--- src/rtl/axi4_id_compactor.sv ---
// axi4_id_compactor
// Maps wide upstream AXI IDs onto NUM_SLOTS compact downstream IDs and
// restores the original ID on the response path. Requests sharing an
// upstream ID share a slot, so their responses stay in order downstream.
//
// Optional feature macro: AXI4_ID_COMPACTOR_STATS_EN (adds stall_cnt).
//
// Ports:
//   clock, reset_n          clock / async active-low reset
//   in_req_*                upstream request (valid/ready/id/bits)
//   out_req_*               downstream request, id = slot index
//   out_resp_*              downstream response (valid/ready/id/last/bits)
//   in_resp_*               upstream response, id restored from slot tag
//   err_underflow           sticky: last-response on an idle slot
//   stall_cnt               (stats build only) saturating stall-cycle count
module axi4_id_compactor #(
    parameter int IN_ID_W = 7,
    parameter int SLOT_W  = 2,
    parameter int CNT_W   = 3,
    parameter int REQ_W   = 32,
    parameter int RESP_W  = 34
) (
    input  logic                clock,
    input  logic                reset_n,
    input  logic                in_req_valid,
    output logic                in_req_ready,
    input  logic [IN_ID_W-1:0]  in_req_id,
    input  logic [REQ_W-1:0]    in_req_bits,
    output logic                out_req_valid,
    input  logic                out_req_ready,
    output logic [SLOT_W-1:0]   out_req_id,
    output logic [REQ_W-1:0]    out_req_bits,
    input  logic                out_resp_valid,
    output logic                out_resp_ready,
    input  logic [SLOT_W-1:0]   out_resp_id,
    input  logic                out_resp_last,
    input  logic [RESP_W-1:0]   out_resp_bits,
    output logic                in_resp_valid,
    input  logic                in_resp_ready,
    output logic [IN_ID_W-1:0]  in_resp_id,
    output logic                in_resp_last,
    output logic [RESP_W-1:0]   in_resp_bits,
    output logic                err_underflow
`ifdef AXI4_ID_COMPACTOR_STATS_EN
    ,
    output logic [15:0]         stall_cnt
`endif
);

    localparam int NUM_SLOTS = 2 ** SLOT_W;
    localparam logic [CNT_W-1:0] CNT_MAX = '1;

    logic [CNT_W-1:0]   cnt [NUM_SLOTS];
    logic [IN_ID_W-1:0] tag [NUM_SLOTS];

    logic               hit;
    logic [SLOT_W-1:0]  hit_idx;
    logic               free_found;
    logic [SLOT_W-1:0]  free_idx;
    logic               accept;
    logic [SLOT_W-1:0]  sel;
    logic               req_fire;
    logic               resp_done;

    // Lookup uses registered counts only, so a slot freed by a response in
    // this cycle cannot be reallocated until the next one. Walking from the
    // top down leaves the lowest matching index in the result.
    always_comb begin
        hit        = 1'b0;
        hit_idx    = '0;
        free_found = 1'b0;
        free_idx   = '0;
        for (int i = NUM_SLOTS - 1; i >= 0; i--) begin
            if (cnt[i] != '0 && tag[i] == in_req_id) begin
                hit     = 1'b1;
                hit_idx = SLOT_W'(i);
            end
            if (cnt[i] == '0) begin
                free_found = 1'b1;
                free_idx   = SLOT_W'(i);
            end
        end
    end

    // An ID already in flight must stay on its slot, even if that slot is
    // full; stalling preserves response ordering for that ID.
    assign accept = hit ? (cnt[hit_idx] != CNT_MAX) : free_found;
    assign sel    = hit ? hit_idx : free_idx;

    assign out_req_valid = in_req_valid & accept & reset_n;
    assign in_req_ready  = out_req_ready & accept & reset_n;
    assign out_req_id    = sel;
    assign out_req_bits  = in_req_bits;
    assign req_fire      = out_req_valid & out_req_ready;

    assign in_resp_valid  = out_resp_valid;
    assign out_resp_ready = in_resp_ready;
    assign in_resp_id     = tag[out_resp_id];
    assign in_resp_last   = out_resp_last;
    assign in_resp_bits   = out_resp_bits;
    assign resp_done      = out_resp_valid & in_resp_ready & out_resp_last;

    always_ff @(posedge clock or negedge reset_n) begin
        if (!reset_n) begin
            for (int i = 0; i < NUM_SLOTS; i++) begin
                cnt[i] <= '0;
                tag[i] <= '0;
            end
            err_underflow <= 1'b0;
        end else begin
            for (int i = 0; i < NUM_SLOTS; i++) begin
                logic inc;
                logic dec;
                inc = req_fire && (sel == SLOT_W'(i));
                // A last beat on an idle slot is a protocol error; the count
                // must not wrap.
                dec = resp_done && (out_resp_id == SLOT_W'(i)) && (cnt[i] != '0);
                if (inc && !dec) begin
                    cnt[i] <= cnt[i] + 1'b1;
                end else if (dec && !inc) begin
                    cnt[i] <= cnt[i] - 1'b1;
                end
                if (inc && cnt[i] == '0) begin
                    tag[i] <= in_req_id;
                end
            end
            if (resp_done && cnt[out_resp_id] == '0) begin
                err_underflow <= 1'b1;
            end
        end
    end

`ifdef AXI4_ID_COMPACTOR_STATS_EN
    always_ff @(posedge clock or negedge reset_n) begin
        if (!reset_n) begin
            stall_cnt <= '0;
        end else if (in_req_valid && !accept && stall_cnt != 16'hFFFF) begin
            stall_cnt <= stall_cnt + 16'd1;
        end
    end
`endif

endmodule

--- config.mk ---
export PLATFORM = sky130hd
export DESIGN_NAME = axi4_id_compactor
export DESIGN_NICKNAME = d
export VERILOG_FILES = /design/src/rtl/axi4_id_compactor.sv
export SDC_FILE = /design/constraint.sdc
export NUM_CORES = 1
export LEC_CHECK = 0
export ABC_AREA = 1
export BUFFER_PORTS_ARGS = -buffer_cell sky130_fd_sc_hd__buf_2
export CORE_MARGIN = 2
export CORE_UTILIZATION = 51
export DETAILED_ROUTE_END_ITERATION = 16
export HOLD_SLACK_MARGIN = 0.03
export PLACE_DENSITY = 0.85
export SYNTH_ARGS = -nofsm -noshare
export SYNTH_HDL_FRONTEND = slang
export SYNTH_SLANG_ARGS = --single-unit
--- constraint.sdc ---
create_clock -name clock -period 5.4 [get_ports clock]
set_input_delay 0 -clock clock [delete_from_list [all_inputs] [get_ports clock]]
set_output_delay 0 -clock clock [all_outputs]
set_load 0.03 [all_outputs]
==> run_results.csv, run 1 <==
group,metric,value,unit
synth,synth_top_cell_by_area,"dfrtp_1",
timing,report.final.hold_viol_count,0,
placed_design,portBuffers,30,
finish,drive_gt1_share,16.9,%
critical_path,worstPathCellList,"nor3_1, buf_4, nor2_1, nand2_1, nor2_2, a21oi_2, nand2_2, nor2_2, a21oi_4, nor2_1, inv_2, nor2_8, ha_1, inv_1, fa_1, a21oi_1, o21ai_0, xor2_1",
min_path,worstHoldPathType,"in2reg",
synth,ys_async_sr_fraction,100,%
synth,synth.mux.area_fraction,0.333,%
clock_tree,cts_resized,0,
clock_tree,cts_root_buf,"clkbuf_8",
synth,syn_area_per_cell,7.63,sq um
route,drtIter0Drc,216,
route,wl_per_cell,14.0,um
clock_tree,numCtsBuffers,5,
grt,grt-ovfl-total,0,
clock_tree,path_clk_slew,0.08,ns
critical_path,crit_type,"reg2reg",
critical_path,cpMaxStageDelayCell,"dfrtp_1",
finish,multi_input_area,0.00158,sq mm
finish,fill_cells,561,
route,maxUsedRoutingLayer,"met4",
clock_tree,cts_sinks,41,
route,wl_met2,3.85,mm
placed_design,place_ws,2.17,ns
clock_tree,cts_buffer_depth,2,
power,p_leak,1.99,nW
synth,synthAdderAreaFrac,3.85,%
synth,synth_area_leaders,"dfrtp_1 (30%), buf_4 (17%), nand2_1 (13%)",
synth,yosysTopAreaCellShare,30.4,%
grt,grt_max_degree,44,
power,vdd.ir_drop.worst,0.232,mV
finish,fin_nets,563,
job,max-cap-violations,0,
critical_path,critPathLaunchType,"flip-flop",
placed_design,dpl-instance-area,0.00307,sq mm
floorplan,initial_core_util,52.9,%
synth,synth_edf_count,0,
synth,yosysMostFrequentCell,"nand2_1",
route,firstDrtPassIters,5,
synth,netlist_instances,443,
critical_path,end_kind,"flip-flop",
critical_path,cp_top_family,"simple AND/OR/NAND/NOR gates",
timing,relSlewSlack,36.9,%
timing,setup-violations-final,0,
timing,fin_crit_sh,61.0,%
route,wl_met3,612,um
outcome,status,"finished, final reports clean",
critical_path,arrival,3.47,ns
floorplan,num_rows,29,
clock_tree,postCtsSetupBuffers,0,
synth,synthXorXnorAreaFrac,6.48,%
grt,grt_pass1_wl,12.3,mm
floorplan,pin_count,163,
synth,ys_seq_elements,41,
synth,synth_top_family_by_area,"simple AND/OR/NAND/NOR gates",
route,drc,0,
timing,whs,0.0568,ns
clock_tree,cts_hold_buf,67,
floorplan,coreArea,0.00639,sq mm
synth,synth-main-ff-cell,"dfrtp_1",
timing,fmax,303,MHz
finish,synthToLayoutAreaGrowth,13.1,%
power,powerDensity,290,mW/mm^2
route,viasPerCell,5.25,
synth,synth_common_cells,"nand2_1 (120), buf_4 (76), dfrtp_1 (41)",
floorplan,die_y,85.4,um
critical_path,max_stage_delay,0.44,ns
timing,setup_ws,2.10,ns
timing,period_minus_slack,3.30,ns
finish,diodes,0,
route,ant_nets,0,
critical_path,path_max_fanout,11,
synth,ys_types,33,
finish,finalNonFillerCells,551,
floorplan,die_area,0.00729,sq mm
timing,rsz0062_at_grt,"false",
synth,synth_area,0.00338,sq mm
synth,seq_area_frac_synth,30.4,%
finish,seqCellArea,0.00103,sq mm
clock_tree,clock_latency,0.30,ns
timing,skew,0.00783,ns
grt,grt_pass1_vias,2630,
placed_design,place.gp.congestion,0.886,
finish,final_area,0.00382,sq mm
route,drt-met1-wl,3.14,mm
placed_design,dpl.hpwl,5.39,mm
floorplan,die_x,85.4,um
grt,grt_util_all_layers,21.2,%
timing,tightest_slew,0.947,ns
placed_design,dp.cells,476,
critical_path,cp_data_required_time,5.57,ns
critical_path,crit_buf_inv,3,
grt,antenna_found_initial,0,
synth,synth_fp_nets,533,
route,vias,2894,
synth,synth_warnings,0,
clock_tree,cts_tree,"built",
timing,setup_tns,0,ns
clock_tree,htree_num_levels,2,
synth,synth_compound_area_share,6.30,%
timing,drv_slew,0,
synth,synth-simple-area-share,29.9,%
route,wirelength,7.72,mm
-- cell usage in the layout (no fill, tap or decap), types with 2 or more instances in the layout --
master | netlist | final
a21oi_1 | 7 | 7
a22oi_1 | 9 | 9
buf_2 | 1 | 30
buf_4 | 76 | 3
clkbuf_1 | 0 | 3
clkbuf_8 | 0 | 5
dfrtp_1 | 41 | 41
dlygate4sd3_1 | 0 | 67
fa_1 | 4 | 4
ha_1 | 4 | 4
inv_1 | 34 | 34
inv_2 | 17 | 17
nand2_1 | 120 | 120
nand2_2 | 3 | 3
nand3_1 | 37 | 37
nand3_2 | 8 | 8
nor2_1 | 25 | 25
nor2_2 | 2 | 2
nor2_4 | 2 | 2
nor2_8 | 4 | 4
nor3_1 | 4 | 4
o21ai_0 | 5 | 5
o221ai_1 | 4 | 4
xnor2_1 | 10 | 10
xor2_1 | 15 | 15
-- area by class of cell --
class | count | area share, %
clock buffer | 8 | 2.09
sequential | 41 | 26.8
tap | 77 | 2.52
inverter | 52 | 5.11
multi-input combinational | 273 | 41.4
timing repair buffer | 100 | 22.1
-- path summary, 6_finish.rpt --
kind	cells after the start	slack (ns)	to	from
min in group asynchronous	2	0.37	cnt[3]	reset_n
min reg2reg	1	0.49	err_underflow	err_underflow
min	3	0.06	tag[25]	in_req_id[4]
max	18	2.10	cnt[2]	cnt[0]
max in group asynchronous	2	4.42	tag[19]	reset_n
max reg2reg	18	2.10	cnt[2]	cnt[0]
-- through the flow --
step,total power [mW],utilization [%]
after global placement,0.806,48.1
after global routing,1.18,59.9
after detailed placement,0.822,48.1
final,1.11,59.9
after CTS,1.11,59.9
after floorplan,0.817,-
-- cell families (layout without fill, tap and decap cells) --
logic type / after synthesis / in the layout
DFF: 41 / 41
muxes: 1 / 1
xor gates and xnor gates: 25 / 25
and+or+nand+nor: 209 / 209
adders and majority gates: 8 / 8
AOI/OAI and AO/OA: 30 / 30
buffers and inverters: 129 / 160
-- layer usage --
layer  global-route usage [%]  vias to the layer above
li1                         -                     1386
met1                     28.4                     1335
met2                     35.3                      161
met3                     3.89                       12
met4                     5.63                        0
met5                        0                        -
-- state kept, by name, indices dropped and copies added, names as in the netlist --
signal,flops
cnt,12
tag,28
err_underflow,1
-- power by group --
group	internal [mW]	switching [mW]	leakage (nW)
Combinational	0.166	0.337	1.42
Clock	0.0919	0.103	0.0395
Sequential	0.360	0.0497	0.534
Total	0.618	0.489	1.99
-- worst min-delay path, stage by stage --
cell	delay, ns
buf_2	0.17
nand3_1	0.10
nand2_1	0.05
Note: power is estimated with default switching activity, not from simulation.
==> inputs of run 2 (changes only) <==
CORE_UTILIZATION = 47   (was 51)
PLACE_DENSITY = 0.79   (was 0.85)
clock period = 3.1 ns   (was 5.4 ns; I/O delays follow)
==> run_results.csv, run 2 (same netlist as run 1, synthesis figures left out) <==
group,metric,value,unit
outcome,status,"finished, final reports clean",
grt,grt-ovfl-total,0,
grt,antenna_found_initial,0,
finish,fill_cells,591,
floorplan,coreArea,0.00687,sq mm
timing,relSlewSlack,63.3,%
finish,final_common_cell,"nand2_1",
timing,report.final.hold_viol_count,0,
power,p_clk_share,17.0,%
route,wirelength,8.34,mm
power,p_sw,0.924,mW
critical_path,arrival,3.14,ns
power,vdd.ir_drop.worst,0.388,mV
timing,setup-violations-final,0,
critical_path,path_max_fanout,3,
grt,grt_pass1_vias,2797,
finish,regMostFlops,"tag",
timing,skew,0.0118,ns
timing,drv_slew,0,
finish,multi_input_area,0.00163,sq mm
route,viasPerCell,5.04,
clock_tree,numCtsBuffers,5,
clock_tree,cts_root_buf,"clkbuf_8",
route,drtIter0Drc,204,
timing,fmax,338,MHz
grt,grt_pass1_wl,12.9,mm
power,p_leak,2.10,nW
grt,grt_util_all_layers,21.1,%
finish,drive_gt1_share,23.3,%
clock_tree,htree_num_levels,2,
power,pwr-share-comb,48.7,%
finish,seqCellArea,0.00103,sq mm
placed_design,place_ws,-0.0207,ns
power,intPower,1.15,mW
route,vias,2971,
route,firstDrtPassIters,4,
clock_tree,cts_tree,"built",
finish,mostFrequentLayoutCells,"nand2_1 (118), dlygate4sd3_1 (67), dfrtp_1 (41)",
floorplan,pin_count,163,
timing,fin_crit_sh,95.4,%
clock_tree,cts_sinks,41,
floorplan,initial_core_util,49.2,%
finish,fin_nets,583,
power,power_frac_seq,34.3,%
finish,reg_top3,"tag x28, cnt x12, err_underflow x1",
critical_path,end_kind,"flip-flop",
floorplan,die_y,88.8,um
clock_tree,cts_buffer_depth,2,
timing,period_minus_slack,2.96,ns
placed_design,dpl.hpwl,5.51,mm
min_path,worstHoldPathType,"in2reg",
job,max-cap-violations,0,
power,swShare,44.6,%
grt,grt_max_degree,43,
placed_design,portBuffers,30,
clock_tree,path_clk_slew,0.09,ns
route,drc,0,
critical_path,critPathLaunchType,"flip-flop",
power,powerDensity,509,mW/mm^2
timing,setup_ws,0.142,ns
clock_tree,clock_latency,0.31,ns
finish,diodes,0,
timing,setup_tns,0,ns
critical_path,cp_data_required_time,3.28,ns
finish,largest_reg_flops,28,
timing,tightest_slew,0.550,ns
critical_path,crit_type,"reg2reg",
finish,synthToLayoutAreaGrowth,20.3,%
route,ant_nets,0,
floorplan,num_rows,30,
route,wl_per_cell,14.1,um
floorplan,die_x,88.8,um
floorplan,die_area,0.00788,sq mm
placed_design,place.gp.congestion,0.958,
run 2: layer usage:
metal / part of all wire (%) / GRT usage [%] / vias to the layer above
li1: - / - / 1414
met1: 41 / 29.0 / 1399
met2: 51 / 34.8 / 147
met3: 7.1 / 3.36 / 11
met4: 1.2 / 5.51 / 0
met5: 0 / 0 / -
run 2: per-stage QoR:
stage               utilization, %  cell area [sq um]  total power, mW  hold WS [ns]  instances
floorplan                        -               3380             1.42        -0.296        443
global placement              46.2               3170             1.46      0.000205        505
detailed placement            46.2               3170             1.48      0.000205        505
CTS                           57.8               3970             2.01        0.0402        583
global route                  59.2               4070             2.21        0.0441        590
finish                        59.2               4070             2.07        0.0356        590
run 2: worst max-delay path: stages (launching register included):
cell     delay [ns]
dfrtp_1        0.38
inv_1          0.08
nand2_1        0.06
nand2_1        0.07
nor2_2         0.14
nand2_1        0.10
nor2_4         0.14
nand2_1        0.08
nand2_2        0.09
nand2_2        0.08
nand2_1        0.08
nand3_1        0.08
nand3_2        0.13
nand4_4        0.11
buf_12         0.15
nor2_8         0.10
ha_1           0.14
inv_1          0.07
fa_2           0.35
a21oi_1        0.14
o21ai_0        0.11
xor2_1         0.15
run 2: repair_timing:
action	CTS	global route
setup buffers	3	7
hold endpoints to repair	107	0
setup endpoints to repair	2	8
gates resized for setup	2	17
pin swaps	0	4
hold buffers	67	0
run 2: power groups by stage:
stage	Clock, mW	Sequential [mW]	Combinational [mW]
2_1_floorplan	0	0.714	0.709
3_3_place_gp	0	0.712	0.744
3_5_place_dp	0	0.720	0.760
4_1_cts	0.356	0.713	0.943
5_1_grt	0.380	0.724	1.10
6_report	0.352	0.711	1.01
run 2: final timing paths:
check | from | endpoint | slack (ns) | cells after the start
max in group asynchronous | reset_n | tag[16] | 2.40 | 3
min reg2reg | err_underflow | err_underflow | 0.47 | 1
max | tag[0] | cnt[2] | 0.14 | 21
max reg2reg | tag[0] | cnt[2] | 0.14 | 21
min | in_req_id[5] | tag[12] | 0.04 | 3
min in group asynchronous | reset_n | cnt[6] | 0.32 | 3
run 2: layout make-up:
class,count,area share [%]
multi-input combinational,273,40.1
sequential,41,25.2
timing repair buffer,120,24.8
inverter,52,4.80
tap,96,2.95
clock buffer,6,1.79
clock inverter,2,0.246
